### src/rtl/sha1_pkg.sv
// Shared SHA-1 definitions: chunk/digest widths, initial chaining value,
// feeder FSM states and a small byte-count helper.
package sha1_pkg;

  localparam int CHUNK_W  = 512;
  localparam int DIGEST_W = 160;

  localparam logic [31:0] H0_INIT = 32'h67452301;
  localparam logic [31:0] H1_INIT = 32'hEFCDAB89;
  localparam logic [31:0] H2_INIT = 32'h98BADCFE;
  localparam logic [31:0] H3_INIT = 32'h10325476;
  localparam logic [31:0] H4_INIT = 32'hC3D2E1F0;

  // Element i holds Hi.
  localparam logic [4:0][31:0] H_INIT = {H4_INIT, H3_INIT, H2_INIT, H1_INIT, H0_INIT};

  typedef enum logic [2:0] {
    ST_IDLE,
    ST_FILL,
    ST_ISSUE,
    ST_WAIT,
    ST_PADBLK
  } feeder_state_e;

  // Number of valid bytes in a final word; an encoding of 0 stands for 4.
  function automatic logic [2:0] last_byte_count(input logic [1:0] code);
    logic [2:0] n;
    n = (code == 2'd0) ? 3'd4 : {1'b0, code};
    return n;
  endfunction

endpackage

### src/rtl/sha1_pad_insert.sv
// Combinational padding stage: keeps bytes below pos, optionally places the
// 80h marker at pos, zeroes the rest and optionally writes the bit length
// into bytes 56..63.
module sha1_pad_insert
  import sha1_pkg::*;
#(
  parameter int LEN_W = 16
) (
  input  logic [CHUNK_W-1:0] chunk_in,
  input  logic [6:0]         pos,
  input  logic               mark_en,
  input  logic [LEN_W-1:0]   len_bytes,
  input  logic               len_en,
  output logic [CHUNK_W-1:0] chunk_out
);

  logic [63:0] bit_len;

  // Rebuild the chunk byte by byte, then overlay the 64-bit length field.
  always_comb begin
    bit_len   = 64'(len_bytes) << 3;
    chunk_out = '0;
    for (int b = 0; b < 64; b++) begin
      if (7'(b) < pos) begin
        chunk_out[CHUNK_W-1-8*b -: 8] = chunk_in[CHUNK_W-1-8*b -: 8];
      end else if ((7'(b) == pos) && mark_en) begin
        chunk_out[CHUNK_W-1-8*b -: 8] = 8'h80;
      end
    end
    if (len_en) begin
      chunk_out[63:0] = bit_len;
    end
  end

endmodule

### src/rtl/sha1_msg_feeder.sv
// SHA-1 message front end: packs big-endian words into 512-bit chunks,
// applies padding and the length field, issues chunks to sha1_pipe,
// chains the intermediate hash and returns the final digest.
module sha1_msg_feeder
  import sha1_pkg::*;
#(
  parameter int LEN_W = 16
) (
  input  logic                clk,
  input  logic                aresetn,
  input  logic                in_valid,
  output logic                in_ready,
  input  logic [31:0]         in_data,
  input  logic                in_last,
  input  logic [1:0]          in_bytes,
  output logic                sha_start,
  output logic [CHUNK_W-1:0]  sha_chunk,
  output logic [31:0]         sha_h0,
  output logic [31:0]         sha_h1,
  output logic [31:0]         sha_h2,
  output logic [31:0]         sha_h3,
  output logic [31:0]         sha_h4,
  input  logic                sha_ready,
  input  logic [31:0]         sha_x0,
  input  logic [31:0]         sha_x1,
  input  logic [31:0]         sha_x2,
  input  logic [31:0]         sha_x3,
  input  logic [31:0]         sha_x4,
  output logic                digest_valid,
  output logic [DIGEST_W-1:0] digest
);

  feeder_state_e        state_q, state_d;
  logic [3:0]           idx_q, idx_d;
  logic [LEN_W-1:0]     len_q, len_d;
  logic [CHUNK_W-1:0]   chunk_q, chunk_d;
  logic [4:0][31:0]     h_q, h_d;
  logic                 final_q, final_d;
  logic                 pad_pending_q, pad_pending_d;
  logic                 owe80_q, owe80_d;
  logic                 digest_valid_q, digest_valid_d;
  logic [DIGEST_W-1:0]  digest_q, digest_d;
  logic                 ready_en_q, ready_en_d;

  logic                 accept;
  logic [3:0]           idx_eff;
  logic [LEN_W-1:0]     len_eff;
  logic [2:0]           nbytes;
  logic [6:0]           last_pos;
  logic [LEN_W-1:0]     len_inc;
  logic [CHUNK_W-1:0]   chunk_wr;
  logic [4:0][31:0]     x_in;
  logic [4:0][31:0]     h_sum;

  logic [CHUNK_W-1:0]   pad_chunk_in;
  logic [6:0]           pad_pos;
  logic                 pad_mark;
  logic [LEN_W-1:0]     pad_len;
  logic                 pad_len_en;
  logic [CHUNK_W-1:0]   pad_chunk_out;

  assign x_in = {sha_x4, sha_x3, sha_x2, sha_x1, sha_x0};

  // Ready is held low until the first clock after reset release.
  assign in_ready  = ready_en_q && ((state_q == ST_IDLE) || (state_q == ST_FILL));
  assign accept    = in_valid && in_ready;
  assign sha_start = (state_q == ST_ISSUE);

  assign sha_chunk    = chunk_q;
  assign sha_h0       = h_q[0];
  assign sha_h1       = h_q[1];
  assign sha_h2       = h_q[2];
  assign sha_h3       = h_q[3];
  assign sha_h4       = h_q[4];
  assign digest_valid = digest_valid_q;
  assign digest       = digest_q;

  // Word write position, running length and chaining sums; IDLE behaves as a
  // freshly cleared index/length even on its first cycle.
  always_comb begin
    idx_eff  = (state_q == ST_IDLE) ? 4'd0 : idx_q;
    len_eff  = (state_q == ST_IDLE) ? '0 : len_q;
    nbytes   = last_byte_count(in_bytes);
    last_pos = {1'b0, idx_eff, 2'b00} + {4'b0000, nbytes};
    len_inc  = len_eff + (in_last ? LEN_W'(nbytes) : LEN_W'(4));
    chunk_wr = chunk_q;
    for (int i = 0; i < 16; i++) begin
      if (idx_eff == 4'(i)) begin
        chunk_wr[CHUNK_W-1-32*i -: 32] = in_data;
      end
    end
    for (int i = 0; i < 5; i++) begin
      h_sum[i] = h_q[i] + x_in[i];
    end
  end

  // The padding stage is shared: the last data word in FILL, or an empty chunk in PADBLK.
  always_comb begin
    if (state_q == ST_PADBLK) begin
      pad_chunk_in = '0;
      pad_pos      = 7'd0;
      pad_mark     = owe80_q;
      pad_len      = len_q;
      pad_len_en   = 1'b1;
    end else begin
      pad_chunk_in = chunk_wr;
      pad_pos      = last_pos;
      pad_mark     = 1'b1;
      pad_len      = len_inc;
      pad_len_en   = (last_pos <= 7'd55);
    end
  end

  sha1_pad_insert #(
    .LEN_W(LEN_W)
  ) u_pad (
    .chunk_in (pad_chunk_in),
    .pos      (pad_pos),
    .mark_en  (pad_mark),
    .len_bytes(pad_len),
    .len_en   (pad_len_en),
    .chunk_out(pad_chunk_out)
  );

  // Next-state logic for the message/chunk sequencing and chaining registers.
  always_comb begin
    state_d        = state_q;
    idx_d          = idx_q;
    len_d          = len_q;
    chunk_d        = chunk_q;
    h_d            = h_q;
    final_d        = final_q;
    pad_pending_d  = pad_pending_q;
    owe80_d        = owe80_q;
    digest_d       = digest_q;
    digest_valid_d = 1'b0;
    ready_en_d     = 1'b1;

    case (state_q)
      ST_IDLE, ST_FILL: begin
        if (state_q == ST_IDLE) begin
          h_d           = H_INIT;
          idx_d         = 4'd0;
          len_d         = '0;
          final_d       = 1'b0;
          pad_pending_d = 1'b0;
          owe80_d       = 1'b0;
        end
        if (accept) begin
          idx_d = idx_eff + 4'd1;
          len_d = len_inc;
          if (in_last) begin
            chunk_d = pad_chunk_out;
            state_d = ST_ISSUE;
            if (last_pos <= 7'd55) begin
              final_d       = 1'b1;
              pad_pending_d = 1'b0;
              owe80_d       = 1'b0;
            end else begin
              final_d       = 1'b0;
              pad_pending_d = 1'b1;
              owe80_d       = (last_pos == 7'd64);
            end
          end else begin
            chunk_d = chunk_wr;
            if (idx_eff == 4'd15) begin
              state_d       = ST_ISSUE;
              final_d       = 1'b0;
              pad_pending_d = 1'b0;
              owe80_d       = 1'b0;
            end else begin
              state_d = ST_FILL;
            end
          end
        end
      end

      ST_ISSUE: begin
        state_d = ST_WAIT;
      end

      ST_WAIT: begin
        if (sha_ready) begin
          h_d = h_sum;
          if (final_q) begin
            digest_d       = {h_sum[0], h_sum[1], h_sum[2], h_sum[3], h_sum[4]};
            digest_valid_d = 1'b1;
            state_d        = ST_IDLE;
          end else if (pad_pending_q) begin
            state_d = ST_PADBLK;
          end else begin
            idx_d   = 4'd0;
            state_d = ST_FILL;
          end
        end
      end

      ST_PADBLK: begin
        chunk_d       = pad_chunk_out;
        final_d       = 1'b1;
        pad_pending_d = 1'b0;
        owe80_d       = 1'b0;
        state_d       = ST_ISSUE;
      end

      default: begin
        state_d = ST_IDLE;
      end
    endcase
  end

  // State and datapath registers; reset discards any partial message.
  always_ff @(posedge clk or negedge aresetn) begin
    if (!aresetn) begin
      state_q        <= ST_IDLE;
      idx_q          <= 4'd0;
      len_q          <= '0;
      chunk_q        <= '0;
      h_q            <= H_INIT;
      final_q        <= 1'b0;
      pad_pending_q  <= 1'b0;
      owe80_q        <= 1'b0;
      digest_valid_q <= 1'b0;
      digest_q       <= '0;
      ready_en_q     <= 1'b0;
    end else begin
      state_q        <= state_d;
      idx_q          <= idx_d;
      len_q          <= len_d;
      chunk_q        <= chunk_d;
      h_q            <= h_d;
      final_q        <= final_d;
      pad_pending_q  <= pad_pending_d;
      owe80_q        <= owe80_d;
      digest_valid_q <= digest_valid_d;
      digest_q       <= digest_d;
      ready_en_q     <= ready_en_d;
    end
  end

endmodule

### config.mk
export PLATFORM = sky130hd
export DESIGN_NAME = sha1_msg_feeder
export DESIGN_NICKNAME = d
export VERILOG_FILES = /design/src/rtl/sha1_pkg.sv /design/src/rtl/sha1_pad_insert.sv /design/src/rtl/sha1_msg_feeder.sv
export SDC_FILE = /design/constraint.sdc
export NUM_CORES = 2
export LEC_CHECK = 0
export BUFFER_PORTS_ARGS = -buffer_cell sky130_fd_sc_hd__buf_2
export CAP_MARGIN = 40
export CELL_PAD_IN_SITES_DETAIL_PLACEMENT = 0
export CELL_PAD_IN_SITES_GLOBAL_PLACEMENT = 1
export CORE_AREA = 2 2 408 410
export CTS_CLUSTER_DIAMETER = 80
export CTS_CLUSTER_SIZE = 10
export DETAILED_ROUTE_END_ITERATION = 10
export DIE_AREA = 0 0 410 412
export PLACE_DENSITY_LB_ADDON = 0.05
export SLEW_MARGIN = 0
export SYNTH_ARGS = -nofsm -noshare
export SYNTH_HDL_FRONTEND = slang
export SYNTH_SLANG_ARGS = --single-unit
### constraint.sdc
create_clock -name clk -period 7.6 [get_ports clk]
set_input_delay 0.38 -clock clk [delete_from_list [all_inputs] [get_ports clk]]
set_output_delay 0.38 -clock clk [all_outputs]
set_load 0.05 [all_outputs]
==> metrics.md <==
| Metric | Value |
|---|---|
| Status | complete, no violations |
| Netlist cell types | 91 |
| Sequential share of the synthesized area | 51.0% |
| First-pass GRT wire length | 300 mm |
| Gate Count Post-Synth | 4259 |
| Critical path type | register to register |
| Max_slew headroom | 36.9% |
| Synth Flop Type | dfrtp_1 |
| Syn_nets | 4623 |
| Largest net degree at the start of global routing | 192 |
| Slowest CP cell | or3_4 |
| Final count of hold timing violations | 0 |
| Worst skew pair latency | 750 ps |
| Minimum clock period | 5310 ps |
| Unrepaired setup endpoints after global routing | no |
| CP Buf/Inv Count | 0 |
| Hold Crit Class | primary input to register |
| Post-DRT Antenna Nets | 0 |
| Most frequent CP cell | nor2_1 |
| Placed Cells incl. Taps | 7317 |
| Drc violations | 0 |
| Die ar. | 169000 sq um |
| Crit-path max FO | 49 |
| Seq cells post-synth | 860 |
| Crit share post-route | 69.8% |
| Overall routing resource usage | 24.4% |
| Pre-CTS setup slack | 2310 ps |
| Post-synth EDFFs | 0 |
| Vias in the first global route | 38633 |
| Fin nets | 5603 |
| DRT Pass-1 Iters | 5 |
| # IOs | 1034 |
| Num CTS Buffers | 102 |
| Worst setup margin | 2290 ps |
| Clk root buf | clkbuf_16 |
| Startpoint types | register |
| Buffers added on ports | 1033 |
| Async SR Flop Fraction | 100% |
| Drt total wl | 213 mm |
| Setup tns final | 0 ps |
| Reg clk slew, reported paths | 60 ps |
| CTS Sinks | 860 |
| Pwr dens | 417 nW/um^2 |
| 1st-iter DRT viols | 2381 |
| Final HPWL DP | 158 mm |
| Critical Path, Cell by Cell | or3_4 > and2_1 > ha_1 > nand2_1 > nor2_1 > nand2_1 > nor2_1 > nor2_1 > o21ai_1 > a22o_1 |
| # setup viols final | 0 |
| Maxcap violations | 0 |
| TritonCTS clock tree | built |
| Die height | 412 um |
| FMAX | 188 MHz |
| Die Wd | 410 um |
| Drt wl/cell | 28.3 um |
| Delay-heaviest family, CP | simple AND/OR/NAND/NOR gates |
| RD Place Congestion | 0.921 |
| Clk_skew | 61.4 ps |
| Slew @ Worst Pin | 947 ps |
| Hold slack | 78.0 ps |
| Area delta synth->final | 25.8% |
| Global route total overflow | 0 |
| Critical path endpoint category | register |
| Synth Cell Area | 42400 sq um |
| Leakage | 26.8 nW |
| PostCTS Resize Cnt | 0 |
| Largest cells by area after synthesis | dfrtp_1, a22o_1, nand2_1 |
| Layout fillers | 17311 |
| Total Power | 22.3 mW |
| Share of cells above drive strength 1 | 25.6% |
| Total setup buffers inserted after CTS | 0 |
| Mean area per synthesized cell | 9.95 sq um |
| Htree depth | 3 |
| Non-filler cells, final | 7497 |
| Initial core utilization | 25.8% |
| Initial antenna violation count | 42 |
| Max incr delay on CP | 770 ps |
| Row count | 149 |
| IR drop worst, VDD | 198 uV |
| Fin. max-slew vios | 0 |
| CTS Buffer Depth | 3 |
| Crit path DAT | 5990 ps |
| Yosys warns | 0 |
| Synth area leader | dfrtp_1 |
| Core box area | 164000 sq um |
| Vias per cell | 5.09 |
| Area share of the largest cell type after synthesis | 46.0% |
| WP data required | 8280 ps |
| Total number of vias | 38146 |
## layout by cell type, fill, tap and decap left out, types with 30 or more instances in the layout
cell type / count
nor3_1: 55
a21o_1: 89
clkbuf_16: 103
ha_1: 159
o21ai_0: 430
o21ai_1: 59
nor2_1: 223
inv_1: 52
nand2_1: 637
xor2_1: 69
buf_2: 1036
clkbuf_1: 39
dfrtp_1: 780
dfstp_2: 80
a21oi_1: 239
a22o_1: 425
buf_4: 57
xnor2_1: 84
and2_1: 30
mux2i_1: 39
nand3_1: 114
## routing by layer
metal / global-route usage, % / up-vias / wire (um)
met3: 6.10 / 318 / 14300
met5: 0 / - / 250
met1: 28.9 / 18988 / 84200
li1: - / 17561 / -
met2: 42.1 / 1237 / 104000
met4: 10.2 / 42 / 9320
## through the flow
stage	cell area, sq um	utilization, %
after global placement	49900	30.4
after CTS	53300	32.5
final	53300	32.5
after floorplan	42400	-
after global routing	53300	32.5
after detailed placement	50100	30.5
## flip-flops by register name (all words and copies together), names as in the netlist
name	flops
sha_chunk	512
digest	160
sha_h0	32
sha_h1	32
sha_h2	32
sha_h3	32
sha_h4	32
len_q	16
idx_q	4
state_q	3
digest_valid	1
final_q	1
owe80_q	1
pad_pending_q	1
ready_en_q	1
## Yosys cell counts (16+ instances only)
cell      number
a211oi_1      16
a21o_1        89
a21oi_1      240
a22o_1       425
a31oi_1       23
a32o_1        24
and2_1        30
and3_1        23
buf_1         35
clkbuf_1     194
dfrtp_1      780
dfstp_2       80
ha_1         159
inv_1         52
mux2i_1       39
nand2_1      639
nand2b_1      23
nand3_1      114
nand4_1       23
nor2_1       226
nor2b_1       17
nor3_1        56
o21a_1        26
o21ai_0      432
o21ai_1       57
o31ai_1       24
o32a_1        18
or3_1         17
xnor2_1       84
xor2_1        69
## path summary, 6_finish.rpt
check | startpoint | end | cells past startpoint | slack, ps
max in group asynchronous | aresetn | sha_h4[28] | 4 | 5480
max | state_q[2] | sha_chunk[269] | 10 | 2290
min | sha_x3[1] | sha_h3[1] | 4 | 80
max reg2reg | state_q[2] | sha_chunk[269] | 10 | 2290
min reg2reg | digest[60] | digest[60] | 2 | 460
min in group asynchronous | aresetn | sha_chunk[133] | 2 | 220
## worst reg2reg max path: cells and delay by family, from the launching register on
| family | cells | cell delay, ps |
|---|---|---|
| and+or+nand+nor | 7 | 3250 |
| AOI/OAI and AO/OA | 2 | 730 |
| adders and majority gates | 1 | 710 |
| DFF | 1 | 590 |
## timing repair
action,4_1_cts,5_1_grt
endpoints found under the hold margin,61,0
hold buffers,7,0
endpoints found under the setup margin,0,0
## kinds of logic after synthesis
group	after synthesis	share of synthesized area, %
buf+inv	287	2.56
fa+ha+maj	166	5.00
xor+xnor	154	3.23
other cells	1	0.00885
flops	860	51.0
simple gates	1223	12.6
mux	49	1.19
compound gates	1519	24.4
## where the power goes
part	switching [mW]	total [mW]	internal, mW	leakage [nW]
clock	2.19	4.86	2.68	1.49
combinational	8.06	10.9	2.82	14.0
sequential	0.783	6.51	5.73	11.3
## area by class of cell
class                   instances  area (sq um)  area share (%)
flip-flops and latches        860         21600            40.5
multi-input cells            3112         19700            37.0
repair buffers               1110          5880            11.0
clock buffers                 146          2780            5.21
well taps                    2189          2740            5.13
clock inverters                18           355           0.666
inverters                      53           199           0.373
diodes                          9          22.5          0.0422
Power figures use the tool's default switching activity.
